**config.mk**
```make
export PLATFORM = sky130hd
export DESIGN_NAME = snd_scheduler_flat
export DESIGN_NICKNAME = d
export VERILOG_FILES = /design/src/rtl/snd_pkg.sv /design/src/rtl/snd_scheduler_if.sv /design/src/rtl/snd_len_rom.sv /design/src/rtl/snd_scheduler.sv /design/src/flat_wrapper.sv
export SDC_FILE = /design/constraint.sdc
export NUM_CORES = 1
export LEC_CHECK = 0
export ABC_CLOCK_PERIOD_IN_PS = 2600
export CORE_MARGIN = 2
export CORE_UTILIZATION = 50
export DETAILED_ROUTE_END_ITERATION = 8
export PLACE_DENSITY = 0.72
export SLEW_MARGIN = 20
export SYNTH_ARGS = -nofsm -noshare
export SYNTH_HDL_FRONTEND = slang
export SYNTH_HIERARCHICAL = 1
export SYNTH_SLANG_ARGS = --single-unit
```
**constraint.sdc**
```tcl
create_clock -name clk_in -period 2.6 [get_ports clk_in]
set_input_delay 0.52 -clock clk_in [delete_from_list [all_inputs] [get_ports clk_in]]
set_output_delay 0.52 -clock clk_in [all_outputs]
set_load 0.005 [all_outputs]
```
**src/rtl/snd_pkg.sv**
```systemverilog
// Shared buzzer definitions: sound codes, per-code playback lengths and scheduler states.
// The buzzer player decodes the same code constants.
package snd_pkg;

    localparam int CNT_W = 11;

    localparam logic [3:0] KEY0      = 4'h0;
    localparam logic [3:0] KEY1      = 4'h1;
    localparam logic [3:0] KEY2      = 4'h2;
    localparam logic [3:0] KEY3      = 4'h3;
    localparam logic [3:0] KEY4      = 4'h4;
    localparam logic [3:0] KEY5      = 4'h5;
    localparam logic [3:0] KEY6      = 4'h6;
    localparam logic [3:0] KEY7      = 4'h7;
    localparam logic [3:0] KEY8      = 4'h8;
    localparam logic [3:0] KEY9      = 4'h9;
    localparam logic [3:0] SND_CLEAR = 4'hA;
    localparam logic [3:0] SND_CLOSE = 4'hB;
    localparam logic [3:0] SND_OPEN  = 4'hC;
    localparam logic [3:0] SND_DEL   = 4'hD;
    localparam logic [3:0] SND_ERR   = 4'hE;
    localparam logic [3:0] SND_NONE  = 4'hF;

    // Lengths in ms, already including the player's safety margin
    localparam logic [CNT_W-1:0] LEN_KEY   = 11'd125;
    localparam logic [CNT_W-1:0] LEN_CLEAR = 11'd375;
    localparam logic [CNT_W-1:0] LEN_CLOSE = 11'd1125;
    localparam logic [CNT_W-1:0] LEN_OPEN  = 11'd875;
    localparam logic [CNT_W-1:0] LEN_DEL   = 11'd250;
    localparam logic [CNT_W-1:0] LEN_ERR   = 11'd250;
    localparam logic [CNT_W-1:0] LEN_NONE  = 11'd0;

    typedef enum logic [2:0] {
        ST_IDLE  = 3'd0,
        ST_SETUP = 3'd1,
        ST_TRIG  = 3'd2,
        ST_PLAY  = 3'd3,
        ST_GAP   = 3'd4
    } state_t;

endpackage

```
**src/rtl/snd_scheduler_if.sv**
```systemverilog
// Requester / player bus of the sound scheduler.
// master = requesting side and player, slave = scheduler.
interface snd_scheduler_if #(
    parameter int N_SRC = 4,
    parameter int SRC_W = 2
);
    logic [N_SRC-1:0]   req;
    logic [4*N_SRC-1:0] req_code;
    logic [N_SRC-1:0]   ack;
    logic [N_SRC-1:0]   drop;
    logic [3:0]         snd_sel;
    logic               music;
    logic               busy;
    logic [SRC_W-1:0]   cur_src;

    modport master (
        output req, req_code,
        input  ack, drop, snd_sel, music, busy, cur_src
    );

    modport slave (
        input  req, req_code,
        output ack, drop, snd_sel, music, busy, cur_src
    );
endinterface

```
**src/rtl/snd_len_rom.sv**
```systemverilog
// Sound code to playback length (ms) lookup; unknown codes map to zero length.
module snd_len_rom
    import snd_pkg::*;
(
    input  logic [3:0]       code,
    output logic [CNT_W-1:0] len
);

    always_comb begin
        len = LEN_NONE;
        case (code)
            KEY0, KEY1, KEY2, KEY3, KEY4,
            KEY5, KEY6, KEY7, KEY8, KEY9: len = LEN_KEY;
            SND_CLEAR:                    len = LEN_CLEAR;
            SND_CLOSE:                    len = LEN_CLOSE;
            SND_OPEN:                     len = LEN_OPEN;
            SND_DEL:                      len = LEN_DEL;
            SND_ERR:                      len = LEN_ERR;
            SND_NONE:                     len = LEN_NONE;
            default:                      len = LEN_NONE;
        endcase
    end

endmodule

```
**src/rtl/snd_scheduler.sv**
```systemverilog
// Fixed-priority buzzer request scheduler with one pending slot per source.
//   state | meaning
//   IDLE  | no sound; dispatch lowest-index pending slot
//   SETUP | snd_sel settling before the trigger
//   TRIG  | one-cycle music pulse, ms counter cleared
//   PLAY  | count ms up to the code length
//   GAP   | silent gap of GAP_MS before the next sound
module snd_scheduler
    import snd_pkg::*;
#(
    parameter int N_SRC   = 4,
    parameter int GAP_MS  = 30,
    parameter int PREEMPT = 1
) (
    input logic           clk_in,
    input logic           rst,
    input logic           tick_1ms,
    snd_scheduler_if.slave bus
);

    localparam int SRC_W = (N_SRC > 1) ? $clog2(N_SRC) : 1;
    localparam logic [CNT_W-1:0] GAP_LEN = CNT_W'(GAP_MS);
    localparam logic [CNT_W-1:0] CNT_MAX = '1;

    state_t           state;
    logic [N_SRC-1:0] slot_vld;
    logic [3:0]       slot_code [N_SRC];
    logic [CNT_W-1:0] slot_len  [N_SRC];
    logic [CNT_W-1:0] req_len   [N_SRC];
    logic [N_SRC-1:0] req_ok;
    logic [N_SRC-1:0] disp_oh;
    logic [N_SRC-1:0] ack_r, drop_r;

    logic             pend_any;
    logic [SRC_W-1:0] pend_idx;
    logic             preempt_hit, dispatch;
    logic [3:0]       sel_code;
    logic [CNT_W-1:0] sel_len;

    logic [CNT_W-1:0] len_r, cnt, cnt_inc;
    logic [3:0]       snd_sel_r;
    logic             music_r, busy_r;
    logic [SRC_W-1:0] cur_src_r;

    // Zero-length codes are acked but never occupy a slot
    for (genvar g = 0; g < N_SRC; g++) begin : g_req
        snd_len_rom u_len_rom (
            .code (bus.req_code[4*g +: 4]),
            .len  (req_len[g])
        );
        assign req_ok[g] = bus.req[g] && (req_len[g] != '0);
    end

    always_comb begin
        pend_any = 1'b0;
        pend_idx = '0;
        for (int i = N_SRC - 1; i >= 0; i--) begin
            if (slot_vld[i]) begin
                pend_any = 1'b1;
                pend_idx = SRC_W'(i);
            end
        end
    end

    assign preempt_hit = (PREEMPT != 0) && pend_any && (pend_idx < cur_src_r) &&
                         ((state == ST_PLAY) || (state == ST_GAP));
    assign dispatch    = ((state == ST_IDLE) && pend_any) || preempt_hit;
    assign disp_oh     = dispatch ? (N_SRC'(1) << pend_idx) : '0;
    assign sel_code    = slot_code[pend_idx];
    assign sel_len     = slot_len[pend_idx];
    assign cnt_inc     = (cnt == CNT_MAX) ? cnt : cnt + 1'b1;

    // A request in the same cycle its slot is dispatched refills the slot
    always_ff @(posedge clk_in or negedge rst) begin
        if (!rst) begin
            slot_vld <= '0;
            ack_r    <= '0;
            drop_r   <= '0;
            for (int i = 0; i < N_SRC; i++) begin
                slot_code[i] <= SND_NONE;
                slot_len[i]  <= '0;
            end
        end else begin
            ack_r <= bus.req;
            for (int i = 0; i < N_SRC; i++) begin
                drop_r[i] <= req_ok[i] && slot_vld[i] && !disp_oh[i];
                if (req_ok[i]) begin
                    slot_vld[i]  <= 1'b1;
                    slot_code[i] <= bus.req_code[4*i +: 4];
                    slot_len[i]  <= req_len[i];
                end else if (disp_oh[i]) begin
                    slot_vld[i] <= 1'b0;
                end
            end
        end
    end

    always_ff @(posedge clk_in or negedge rst) begin
        if (!rst) begin
            state     <= ST_IDLE;
            snd_sel_r <= SND_NONE;
            music_r   <= 1'b0;
            busy_r    <= 1'b0;
            cur_src_r <= '0;
            len_r     <= '0;
            cnt       <= '0;
        end else begin
            music_r <= 1'b0;
            if (dispatch) begin
                state     <= ST_SETUP;
                snd_sel_r <= sel_code;
                cur_src_r <= pend_idx;
                len_r     <= sel_len;
                busy_r    <= 1'b1;
                cnt       <= '0;
            end else begin
                case (state)
                    ST_SETUP: begin
                        state   <= ST_TRIG;
                        music_r <= 1'b1;
                    end
                    ST_TRIG: begin
                        state <= ST_PLAY;
                        cnt   <= '0;
                    end
                    ST_PLAY: begin
                        if (cnt == len_r) begin
                            state <= ST_GAP;
                            cnt   <= '0;
                        end else if (tick_1ms) begin
                            cnt <= cnt_inc;
                        end
                    end
                    ST_GAP: begin
                        if (cnt == GAP_LEN) begin
                            state  <= ST_IDLE;
                            busy_r <= 1'b0;
                        end else if (tick_1ms) begin
                            cnt <= cnt_inc;
                        end
                    end
                    ST_IDLE: begin
                        busy_r <= 1'b0;
                    end
                    default: begin
                        state  <= ST_IDLE;
                        busy_r <= 1'b0;
                    end
                endcase
            end
        end
    end

    assign bus.ack     = ack_r;
    assign bus.drop    = drop_r;
    assign bus.snd_sel = snd_sel_r;
    assign bus.music   = music_r;
    assign bus.busy    = busy_r;
    assign bus.cur_src = cur_src_r;

endmodule

```
**src/flat_wrapper.sv**
```systemverilog
// flat-port wrapper written by rule: the top's interface ports become plain ports
module snd_scheduler_flat import snd_pkg::*;
#(
    parameter int N_SRC   = 4,
    parameter int GAP_MS  = 30,
    parameter int PREEMPT = 1
)
  (clk_in, rst, tick_1ms, bus_req, bus_req_code, bus_ack, bus_drop, bus_snd_sel, bus_music, bus_busy, bus_cur_src);
  snd_scheduler_if #(.N_SRC(N_SRC), .SRC_W(2)) bus_i ();
  input logic clk_in;
  input logic rst;
  input logic tick_1ms;
  input wire logic [$bits(bus_i.req)-1:0] bus_req;
  input wire logic [$bits(bus_i.req_code)-1:0] bus_req_code;
  output wire logic [$bits(bus_i.ack)-1:0] bus_ack;
  output wire logic [$bits(bus_i.drop)-1:0] bus_drop;
  output wire logic [$bits(bus_i.snd_sel)-1:0] bus_snd_sel;
  output wire logic [$bits(bus_i.music)-1:0] bus_music;
  output wire logic [$bits(bus_i.busy)-1:0] bus_busy;
  output wire logic [$bits(bus_i.cur_src)-1:0] bus_cur_src;
  assign bus_i.req = bus_req;
  assign bus_i.req_code = bus_req_code;
  assign bus_ack = bus_i.ack;
  assign bus_drop = bus_i.drop;
  assign bus_snd_sel = bus_i.snd_sel;
  assign bus_music = bus_i.music;
  assign bus_busy = bus_i.busy;
  assign bus_cur_src = bus_i.cur_src;
  snd_scheduler #(.N_SRC(N_SRC), .GAP_MS(GAP_MS), .PREEMPT(PREEMPT)) u_core (.clk_in(clk_in), .rst(rst), .tick_1ms(tick_1ms), .bus(bus_i));
endmodule
```
======== After elaboration in Yosys (flattened, before gate mapping) ========
Memories as Yosys holds them, arrays and structs flattened.
Index checks and enable logic that the tools add are counted.
operators by class
  multiplexer cells ....................... 38
  add/subtract/negate cells ............... 1
  eq/ne operators ......................... 12
  bitwise gates (word level) .............. 1
  reduce and logical (&&, ||, !) cells .... 35
  order comparisons ....................... 2
  shifts and indexed selects .............. 1
operator list
  cell                                                   count
  two-way mux 11 bit                                     7
  nonzero test 11 bit                                    4
  one-hot mux 11 bit (3 select lines)                    1
  binary-select mux 11 bit (select 2 bit)                1
  two-way mux 1 bit                                      16
  logical AND 1 bit                                      15
  one-hot mux 3 bit (5 select lines)                     1
  two-way mux 4 bit                                      3
  adder 11 x 1 -> 11 bit (second input constant)         1
  equality test 11 bit                                   1
  equality test 11 bit (second input constant)           1
  equality test 11 x 5 -> 1 bit (second input constant)  1
  two-way mux 3 bit                                      3
  != test 3 x 2 -> 1 bit (second input constant)         3
  binary-select mux 4 bit (select 2 bit)                 1
  two-way mux 2 bit                                      4
  nonzero test 2 bit                                     4
  equality test 3 x 2 -> 1 bit (second input constant)   2
  logical NOT 1 bit                                      4
  != test 2 x 1 -> 1 bit (second input constant)         2
  AND reduction 2 bit                                    2
  nonzero test 4 bit                                     1
  << shifter 1 x 2 -> 4 bit (first input constant)       1
  equality test 3 x 1 -> 1 bit (second input constant)   1
  9 further kinds                                        10
word-level totals
  logic and storage cells ................. 115
  output and inout bits ................... 16
  memories ................................ 4
  ROM bits ................................ 704
  register bits ........................... 105
  input bits .............................. 23
memory list
  memory           words  bits a word  read ports  clocked after memory_dff  wr ports  RTL line           RTL
  (no name shown)  16     11           1           0                         0         snd_len_rom.sv:11  case (code)
  (no name shown)  16     11           1           0                         0         snd_len_rom.sv:11
  (no name shown)  16     11           1           0                         0         snd_len_rom.sv:11
  (no name shown)  16     11           1           0                         0         snd_len_rom.sv:11

======== Longest topological paths before layout ========
Gate-level depths: netlist (run 1).
  depth after elaboration ................. 11
  gate-level depth with buffers ........... 11
  mapped depth without buffers ............ 8

======== Hierarchy ========
The synthesis (run 1) kept the hierarchy.
by module, submodules not included
  module         cells each  area each (um^2)  times used
  snd_scheduler  451         4897.2            1
  snd_len_rom    23          166.4             4

======== Worst setup path before layout (run 1) ========
Ideal clock, no wire load.
  kind .................................... flip-flop to flip-flop
  from .................................... reg u_core.slot_vld[0]
  to ...................................... reg u_core.cnt[2]
  cell stages (with the launch flop) ...... 11
  required time ........................... 2522 ps
  period minus slack after synthesis ...... 2654 ps
  slack ................................... -54 ps
  buffers on the path ..................... 3
  data arrival time ....................... 2576 ps
  path through ............................ dfrtp_1 buf_2 nor3_1 clkbuf_1 ha_1 o311a_1 nor4_4 o31ai_4 buf_6 or3_1 a21oi_1
on the way
  word-level cells in the longest chain between the ends .. 7
  elaborated cells on any way between the ends .. 11
ends and longest elaborated chain
  item                                                                           RTL line              RTL
  start, declared                                                                snd_scheduler.sv:26   logic [N_SRC-1:0] slot_vld;
  start signal, assigned                                                         snd_scheduler.sv:76   slot_vld <= '0;
  start signal, assigned by index                                                snd_scheduler.sv:88   slot_vld[i] <= 1'b1;
  start signal, assigned by index                                                snd_scheduler.sv:92   slot_vld[i] <= 1'b0;
  two-way mux 2 bit *                                                            snd_scheduler.sv:58   if (slot_vld[i]) begin
  net u_core.pend_idx[1]                                                         snd_scheduler.sv:35   logic [SRC_W-1:0] pend_idx;
  less-than comparator 2 bit *                                                   snd_scheduler.sv:65   assign preempt_hit = (PREEMPT != 0) && pend_any && (pend_idx < cur_src_r) &&
  logical AND 1 bit * (2 in a row)                                               snd_scheduler.sv:65
  logical OR 1 bit *                                                             snd_scheduler.sv:67   assign dispatch = ((state == ST_IDLE) && pend_any) || preempt_hit;
  != test 3 x 2 -> 1 bit (no line) / nonzero test 4 bit (equally long branches)  -
  AND reduction 2 bit (no line)                                                  -
  end signal, assigned                                                           snd_scheduler.sv:131  cnt <= cnt_inc;
  end signal, assigned                                                           snd_scheduler.sv:139  cnt <= cnt_inc;
  end, declared                                                                  snd_scheduler.sv:40   logic [CNT_W-1:0] len_r, cnt, cnt_inc;
Mark *: on every way through the listed nets, which the timed path passes. The rest lies on a longest branch.
A chain may end at the register's enable or synchronous reset.

======== Worst setup path after layout (run 1) ========
  from .................................... reg u_core.slot_vld[2]
  to ...................................... reg u_core.cnt[7]
on the way
  word-level cells in the longest chain between the ends .. 9
  elaborated cells on any way between the ends .. 15
ends and longest elaborated chain
  item                                                                           RTL line
  two-way mux 2 bit (3 in a row)                                                 snd_scheduler.sv:58
  less-than comparator 2 bit                                                     snd_scheduler.sv:65
  logical AND 1 bit (2 in a row)                                                 snd_scheduler.sv:65
  logical OR 1 bit *                                                             snd_scheduler.sv:67
  != test 3 x 2 -> 1 bit (no line) / nonzero test 4 bit (equally long branches)  -
  AND reduction 2 bit (no line)                                                  -
Every way passes the cells marked *; elsewhere a longest branch is shown, timed or not.

==> flow_summary.ini, run 1 <==
[run_status]
status = completed

[synth]
yosys_warnings = 6
ys.flop_type = dfrtp_1
ys_types = 46
postSynthCellCount = 543
synth-edff-count = 0
syn_avg_cell_area_sq_um = 10.2
ys_seq_elements = 105
synth_area_sq_um = 5560
synth_nets = 581
ys_seq_area_share_pct = 47.7
synth-async-reset-ratio_pct = 100

[floorplanning]
core_sq_um = 10800
initial_core_util_pct = 51.3
chipWidth_microns = 109
rows = 38
die_area_sq_um = 12000
die_h_microns = 109
io_pins = 39

[placed_design]
place_area_sq_um = 6210
io_buffers = 38
dp_cells = 722
dpl.hpwl_mm = 9.28
post-place-ws_ns = -0.0746
place.gp.congestion = 0.832

[critical_path]
crit_start = u_core/slot_vld[2]
critPathCaptureType = flop
crit_fanout = 16
r2r_start = u_core/slot_vld[2]
path_cells = nor2_1 > nor3_2 > ha_1 > or3_1 > o32ai_4 > o31ai_4 > buf_12 > or4_1 > a21oi_1
worst_ep_arrival_time_ns = 2.78
rrSetupSlack_ns = 0.11
required_ns = 2.89
reg2reg_to = u_core/cnt[7]
path_buf_inv = 1
r2r.worst_path.cells = 9
cpLargestDelayFamily = simple AND/OR/NAND/NOR gates
path_class = flop to flop
cpPeakStageDelay_ns = 0.44
worst_path_max_delay_cell = or3_1
cp.depth = 9
start_kind = flop

[layout]
layout.nets = 633
diodes = 0
drive_gt1_share_pct = 25.2
mostFrequentLayoutCells = 101 x nand2_1, 84 x dfrtp_1, 58 x mux2_2
final_util_pct = 59.5
area.growth.synth_to_final_pct = 15.9
finalNonFillerCells = 740
final_common_cell = nand2_1
postLayoutCellArea_sq_um = 6450

[timing]
fin_crit_ns = 2.49
finalSetupViolations = 0
clock_skew_ns = 0.00771
fmax_mhz = 402
setup_ws_ns = 0.112
worst_pin_slew_ns = 0.895
slew_viol_final = 0
finalCritPeriodShare_pct = 95.7
relSlewSlack_pct = 40.3
hold_violations = 0

[clock_network]
insertion_delay_ns = 0.37
clock-sinks = 105
cts-root-buf = clkbuf_8
cts-htree-levels = 3
cts_tree = built
cts.clk_slew.worst_paths_ns = 0.10
cts_made_buffers = 9
cts_buffer_depth = 2

[global_routing]
antenna_found_initial = 0
grt_pass1_vias = 4143
grt_max_degree = 45
grt_usage_pct = 22.0
grt_pass1_wl_mm = 20.3
overflow = 0

[power_and_ir_drop]
power_density_nw_per_um2 = 792
power_mw = 5.11
irDropWorstVdd_uv = 983
p_leak_nw = 2.80

[detailed_routing]
vias = 4168
routed_wl_mm = 12.4
remaining_drc_errors = 0
drt-initial-drc-count = 321
drtAntennaViolNets = 0
firstDrtPassIters = 4
viasPerCell = 5.63
wl_per_cell_microns = 16.7

[hold_path]
hold_class = primary input to asynchronous set/reset pin

[run]
drv_cap = 0
## stage by stage
| step | setup TNS (ns) | hold WS (ns) |
|---|---|---|
| floorplan | 0 | 0.224 |
| global placement | -0.00811 | 0.470 |
| detailed placement | -1.69 | 0.477 |
| CTS | 0 | 0.128 |
| global route | -0.0158 | 0.145 |
| finish | 0 | 0.116 |
## worst register-to-register path: cells and delay by family (launching register included)
kind	cells	cell delay (ns)
AO/OA/AOI/OAI	3	0.50
buffers and inverters	1	0.17
adder cells (fa/ha/maj)	1	0.24
flip-flops	1	0.43
AND/OR/NAND/NOR	4	1.06
## cell usage after synthesis (2+ instances only)
master	number	area (sq um)
or3_1	9	56.3
mux2_2	58	653
o211a_1	4	40.0
mux2_4	4	60.1
buf_2	8	40.0
nand2_1	101	379
inv_1	24	90.1
o21ai_0	13	65.1
buf_4	4	30.0
nand3_1	8	40.0
nand4_1	5	31.3
nor2_1	17	63.8
ha_1	15	188
buf_6	5	56.3
and3_1	37	231
or2_2	2	12.5
nand2_2	5	31.3
or4_1	2	15.0
nor3_1	7	35.0
a21oi_1	11	55.1
dfrtp_1	85	2130
nor2b_1	8	50.1
nor4_1	8	50.1
dfstp_2	20	526
xnor2_1	13	114
a211oi_1	2	15.0
clkbuf_1	16	60.1
a31oi_1	5	31.3
mux2i_1	4	40.0
o211ai_1	5	37.5
or2_1	5	31.3
o31ai_1	19	143
## kinds of logic after synthesis
logic type	share of synthesized area, %
multiplexers	13.5
XOR/XNOR	2.05
adder cells (fa/ha/maj)	3.37
AO/OA/AOI/OAI	9.02
buffers and inverters	4.97
AND/OR/NAND/NOR	19.4
flip-flops	47.7
## registers in the layout, summed over array words and instances, names as in the netlist
name                cells
u_core/bus.music        1
u_core/cnt             11
u_core/len_r           11
u_core/bus.busy         1
u_core/bus.snd_sel      4
u_core/bus.cur_src      2
u_core/slot_code       16
u_core/slot_vld         4
u_core/state            3
u_core/bus.ack          4
u_core/slot_len        44
u_core/bus.drop         4
## power by group
group / switching [mW] / internal, mW / leakage, nW / total, mW
Sequential: 0.212 / 1.94 / 1.22 / 2.16
Combinational: 1.07 / 0.851 / 1.48 / 1.92
Clock: 0.579 / 0.451 / 0.0885 / 1.03
## cell type report
| class | count | area, sq um |
|---|---|---|
| inverter | 24 | 90.1 |
| multi-input combinational | 381 | 2660 |
| tap | 140 | 175 |
| sequential | 105 | 2650 |
| clock inverter | 7 | 77.6 |
| fill | 939 | 4390 |
| clock buffer | 9 | 124 |
| timing repair buffer | 74 | 673 |
## worst max path at each step
stage                          end  slack, ns
5_1_grt              u_core/cnt[6]     -0.009
6_report             u_core/cnt[7]       0.11
2_1_floorplan        u_core/cnt[2]       0.07
4_1_cts              u_core/cnt[7]       0.09
3_3_place_gp   u_core/slot_len[13]     -0.004
3_5_place_dp   u_core/slot_len[28]      -0.07
## metal layers
layer / vias to the layer above / share of wire [%] / global-route usage (%)
li1: 1992 / - / -
met1: 2082 / 44 / 28.6
met2: 84 / 52 / 37.9
met3: 10 / 3.2 / 3.91
met4: 0 / 1.2 / 6.06
met5: - / 0 / 0
## what timing repair did
action / 4_1_cts / 5_1_grt
setup endpoints to repair: 0 / 8
hold buffers: 0 / 0
buffers inserted: 0 / 2
resized for setup: 0 / 2
Power figures use the tool's default switching activity.
==> run 2, diff against run 1 <==
--- a/config.mk
+++ b/config.mk
@@ -13,5 +13,4 @@
 export SLEW_MARGIN = 20
 export SYNTH_ARGS = -nofsm -noshare
 export SYNTH_HDL_FRONTEND = slang
-export SYNTH_HIERARCHICAL = 1
 export SYNTH_SLANG_ARGS = --single-unit
==> run 2 against run 1 <==
Net effect:
- sequential share of layout area down 0.50 points
- utilization up 1.0 points
- register-to-register slack better by 0.16 ns
- design area down 3.6%
- synthesized area down 5.4%
- total power down 18%
- clock-buffer cell count up 2
- largest power group unchanged
- clock power up 9.7%
==> flow_summary.ini, run 2 <==
[timing]
hold_violations = 0
slew_viol_final = 0
relSlewSlack_pct = 64.3
worst_pin_slew_ns = 0.531
holdWs_ns = 0.182
rsz0062_at_grt = false
finalCritPeriodShare_pct = 89.5
fmax_mhz = 430
clock_skew_ns = 0.00806
finalSetupViolations = 0
fin_crit_ns = 2.33

[layout]
largest-register = u_core.slot_len
mostFrequentLayoutCells = 80 x dfrtp_1, 59 x nand2_1, 45 x mux2i_1
diodes = 0
largest_reg_flops = 40
largest_registers = u_core.slot_len (40), u_core.slot_code (16), u_core.cnt (11)
layout.nets = 601
finalNonFillerCells = 704
n_fill_cell = 886
final_common_cell = dfrtp_1
drive_gt1_share_pct = 19.7
area.growth.synth_to_final_pct = 18.2
final_util_pct = 60.5
postLayoutCellArea_sq_um = 6220

[synth]
synth_most_common_cell = dfrtp_1
syn_avg_cell_area_sq_um = 10.5
synth-async-reset-ratio_pct = 100
yosys.area.top_type = dfrtp_1
yosys_warnings = 0
synth_compound_area_share_pct = 13.6
synth_commonest_cells = 80 x dfrtp_1, 59 x nand2_1, 45 x mux2i_1
ys_seq_elements = 100
synthTopCellsByArea = dfrtp_1 38%, dfstp_2 10%, mux2i_1 8.6%
synthMuxAreaShare_pct = 14.6
synth-edff-count = 0
synth_top_area_share_pct = 38.1
synth_nets = 539
synth_fa_ha_area_share_pct = 3.57
synth-xor-area-share_pct = 2.33
synth_simple_gate_area_share_pct = 14.3
synth_area_sq_um = 5260
ys.flop_type = dfrtp_1
ys_seq_area_share_pct = 48.0
synth_top_family_by_area = multiplexers
postSynthCellCount = 501
ys_types = 65

[detailed_routing]
drtAntennaViolNets = 0
drt-initial-drc-count = 226
vias = 3913
remaining_drc_errors = 0
wl_per_cell_microns = 15.9
routed_wl_mm = 11.2
viasPerCell = 5.56
firstDrtPassIters = 6

[placed_design]
place_area_sq_um = 5980
io_buffers = 38
place.gp.congestion = 0.912
dp_cells = 688
dpl.hpwl_mm = 8.16

[hold_path]
hold_class = primary input to asynchronous set/reset pin

[power_and_ir_drop]
p_leak_nw = 2.63
irDropWorstVdd_uv = 452
power_density_nw_per_um2 = 670
internal_power_mw = 2.93
power.switching_fraction_pct = 29.6
seqPwrFrac_pct = 48.9
power_frac_comb_pct = 24.0
switching_power_mw = 1.23
pwr-share-clk_pct = 27.1

[critical_path]
path_class = flop to flop
path_buf_inv = 2
cpLargestDelayFamily = compound AO/OA/AOI/OAI gates
worst_ep_arrival_time_ns = 2.58
path_cells = o21ai_1 > inv_2 > ha_1 > a21oi_1 > o22ai_2 > nor3_4 > buf_4 > mux2_2
worst_path_max_delay_cell = dfrtp_1
reg2reg_to = u_core.len_r[1]
r2r.worst_path.cells = 8
crit_fanout = 12
cpPeakStageDelay_ns = 0.42
r2r_start = u_core.slot_vld[2]
critPathCaptureType = flop
start_kind = flop
required_ns = 2.86
rrSetupSlack_ns = 0.27

[floorplanning]
io_pins = 39
rows = 37
initial_core_util_pct = 51.2
die_h_microns = 107
die_area_sq_um = 11400
core_sq_um = 10300
chipWidth_microns = 107

[global_routing]
grt_pass1_vias = 3972
grt_max_degree = 101
overflow = 0
grt_pass1_wl_mm = 19.3
antenna_found_initial = 0
grt_usage_pct = 21.6

[clock_network]
insertion_delay_ns = 0.37
cts_tree = built
cts_made_buffers = 9
cts-root-buf = clkbuf_8
ctsResizeCount = 0
ctsHoldBuffers = 0
clock-sinks = 100
cts.clk_slew.worst_paths_ns = 0.09
postCtsSetupBuffers = 0
cts-htree-levels = 3
cts_buffer_depth = 2

[run]
drv_cap = 0

[run_status]
status = completed
[run 2: cell count changes after synthesis, moves of 8 or more]
| cell | delta |
|---|---|
| xnor2_1 | -8 |
| xor2_1 | +9 |
| nor2_1 | +10 |
| o21ai_0 | +20 |
| and3_1 | -36 |
| mux2_2 | -37 |
| mux2i_1 | +41 |
| o31ai_1 | -17 |
| nand3_1 | +11 |
| nand2_1 | -42 |
[run 2: worst register-to-register path, cell delays in order, from the launching register on]
cell     delay [ns]
dfrtp_1        0.42
o21ai_1        0.25
inv_2          0.07
ha_1           0.29
a21oi_1        0.22
o22ai_2        0.20
nor3_4         0.18
buf_4          0.23
mux2_2         0.36
[run 2: how the worst max path moves through the flow]
stage	from	to	slack [ns]	cells after the start
floorplan	u_core.slot_vld[2]	u_core.len_r[10]	0.06	9
finish	u_core.slot_vld[2]	u_core.len_r[1]	0.27	8
global placement	bus_req_code[12]	u_core.slot_len[10]	-0.01	8
detailed placement	bus_req_code[12]	u_core.slot_len[6]	-0.10	7
CTS	u_core.slot_vld[2]	u_core.len_r[1]	0.27	8
global route	u_core.slot_vld[2]	u_core.len_r[9]	0.05	8
[run 2: cells by family (layout without fill, tap and decap cells)]
| group | count (synthesis) | count (layout) |
|---|---|---|
| simple gates | 150 | 150 |
| compound gates | 104 | 104 |
| flops | 100 | 100 |
| mux | 73 | 73 |
| buf+inv | 45 | 112 |
| fa+ha+maj | 15 | 15 |
| xor+xnor | 14 | 14 |
[run 2: power by group through the flow]
stage | registers (mW) | logic, mW | clock network (mW)
2_1_floorplan | 2.00 | 0.654 | 0
3_3_place_gp | 2.06 | 0.961 | 0
3_5_place_dp | 2.07 | 0.994 | 0
4_1_cts | 2.04 | 1.01 | 1.17
5_1_grt | 2.07 | 1.11 | 1.24
6_report | 2.04 | 1.00 | 1.13
[run 2: metal layers]
layer | share of wire (%) | vias to the layer above | track usage, %
li1 | - | 1901 | -
met1 | 45 | 1912 | 28.6
met2 | 49 | 86 | 35.1
met3 | 4.6 | 14 | 5.52
met4 | 1.3 | 0 | 6.49
met5 | 0 | - | 0
[run 2: per-stage QoR]
stage	worst slack (ns)	power (mW)	setup TNS, ns
finish	0.273	4.16	0
global route	0.0476	4.43	0
CTS	0.270	4.21	0
detailed placement	-0.101	3.06	-0.835
global placement	-0.0117	3.02	-0.0565
floorplan	0.0569	2.65	0
[run 2: cell type report]
class | instances | area [sq um] | share of cell area (%)
timing repair buffer | 73 | 653 | 10.5
sequential | 100 | 2530 | 40.7
clock buffer | 11 | 151 | 2.44
tap | 136 | 170 | 2.74
multi-input combinational | 356 | 2540 | 40.9
clock inverter | 5 | 83.8 | 1.35
inverter | 23 | 86.3 | 1.39
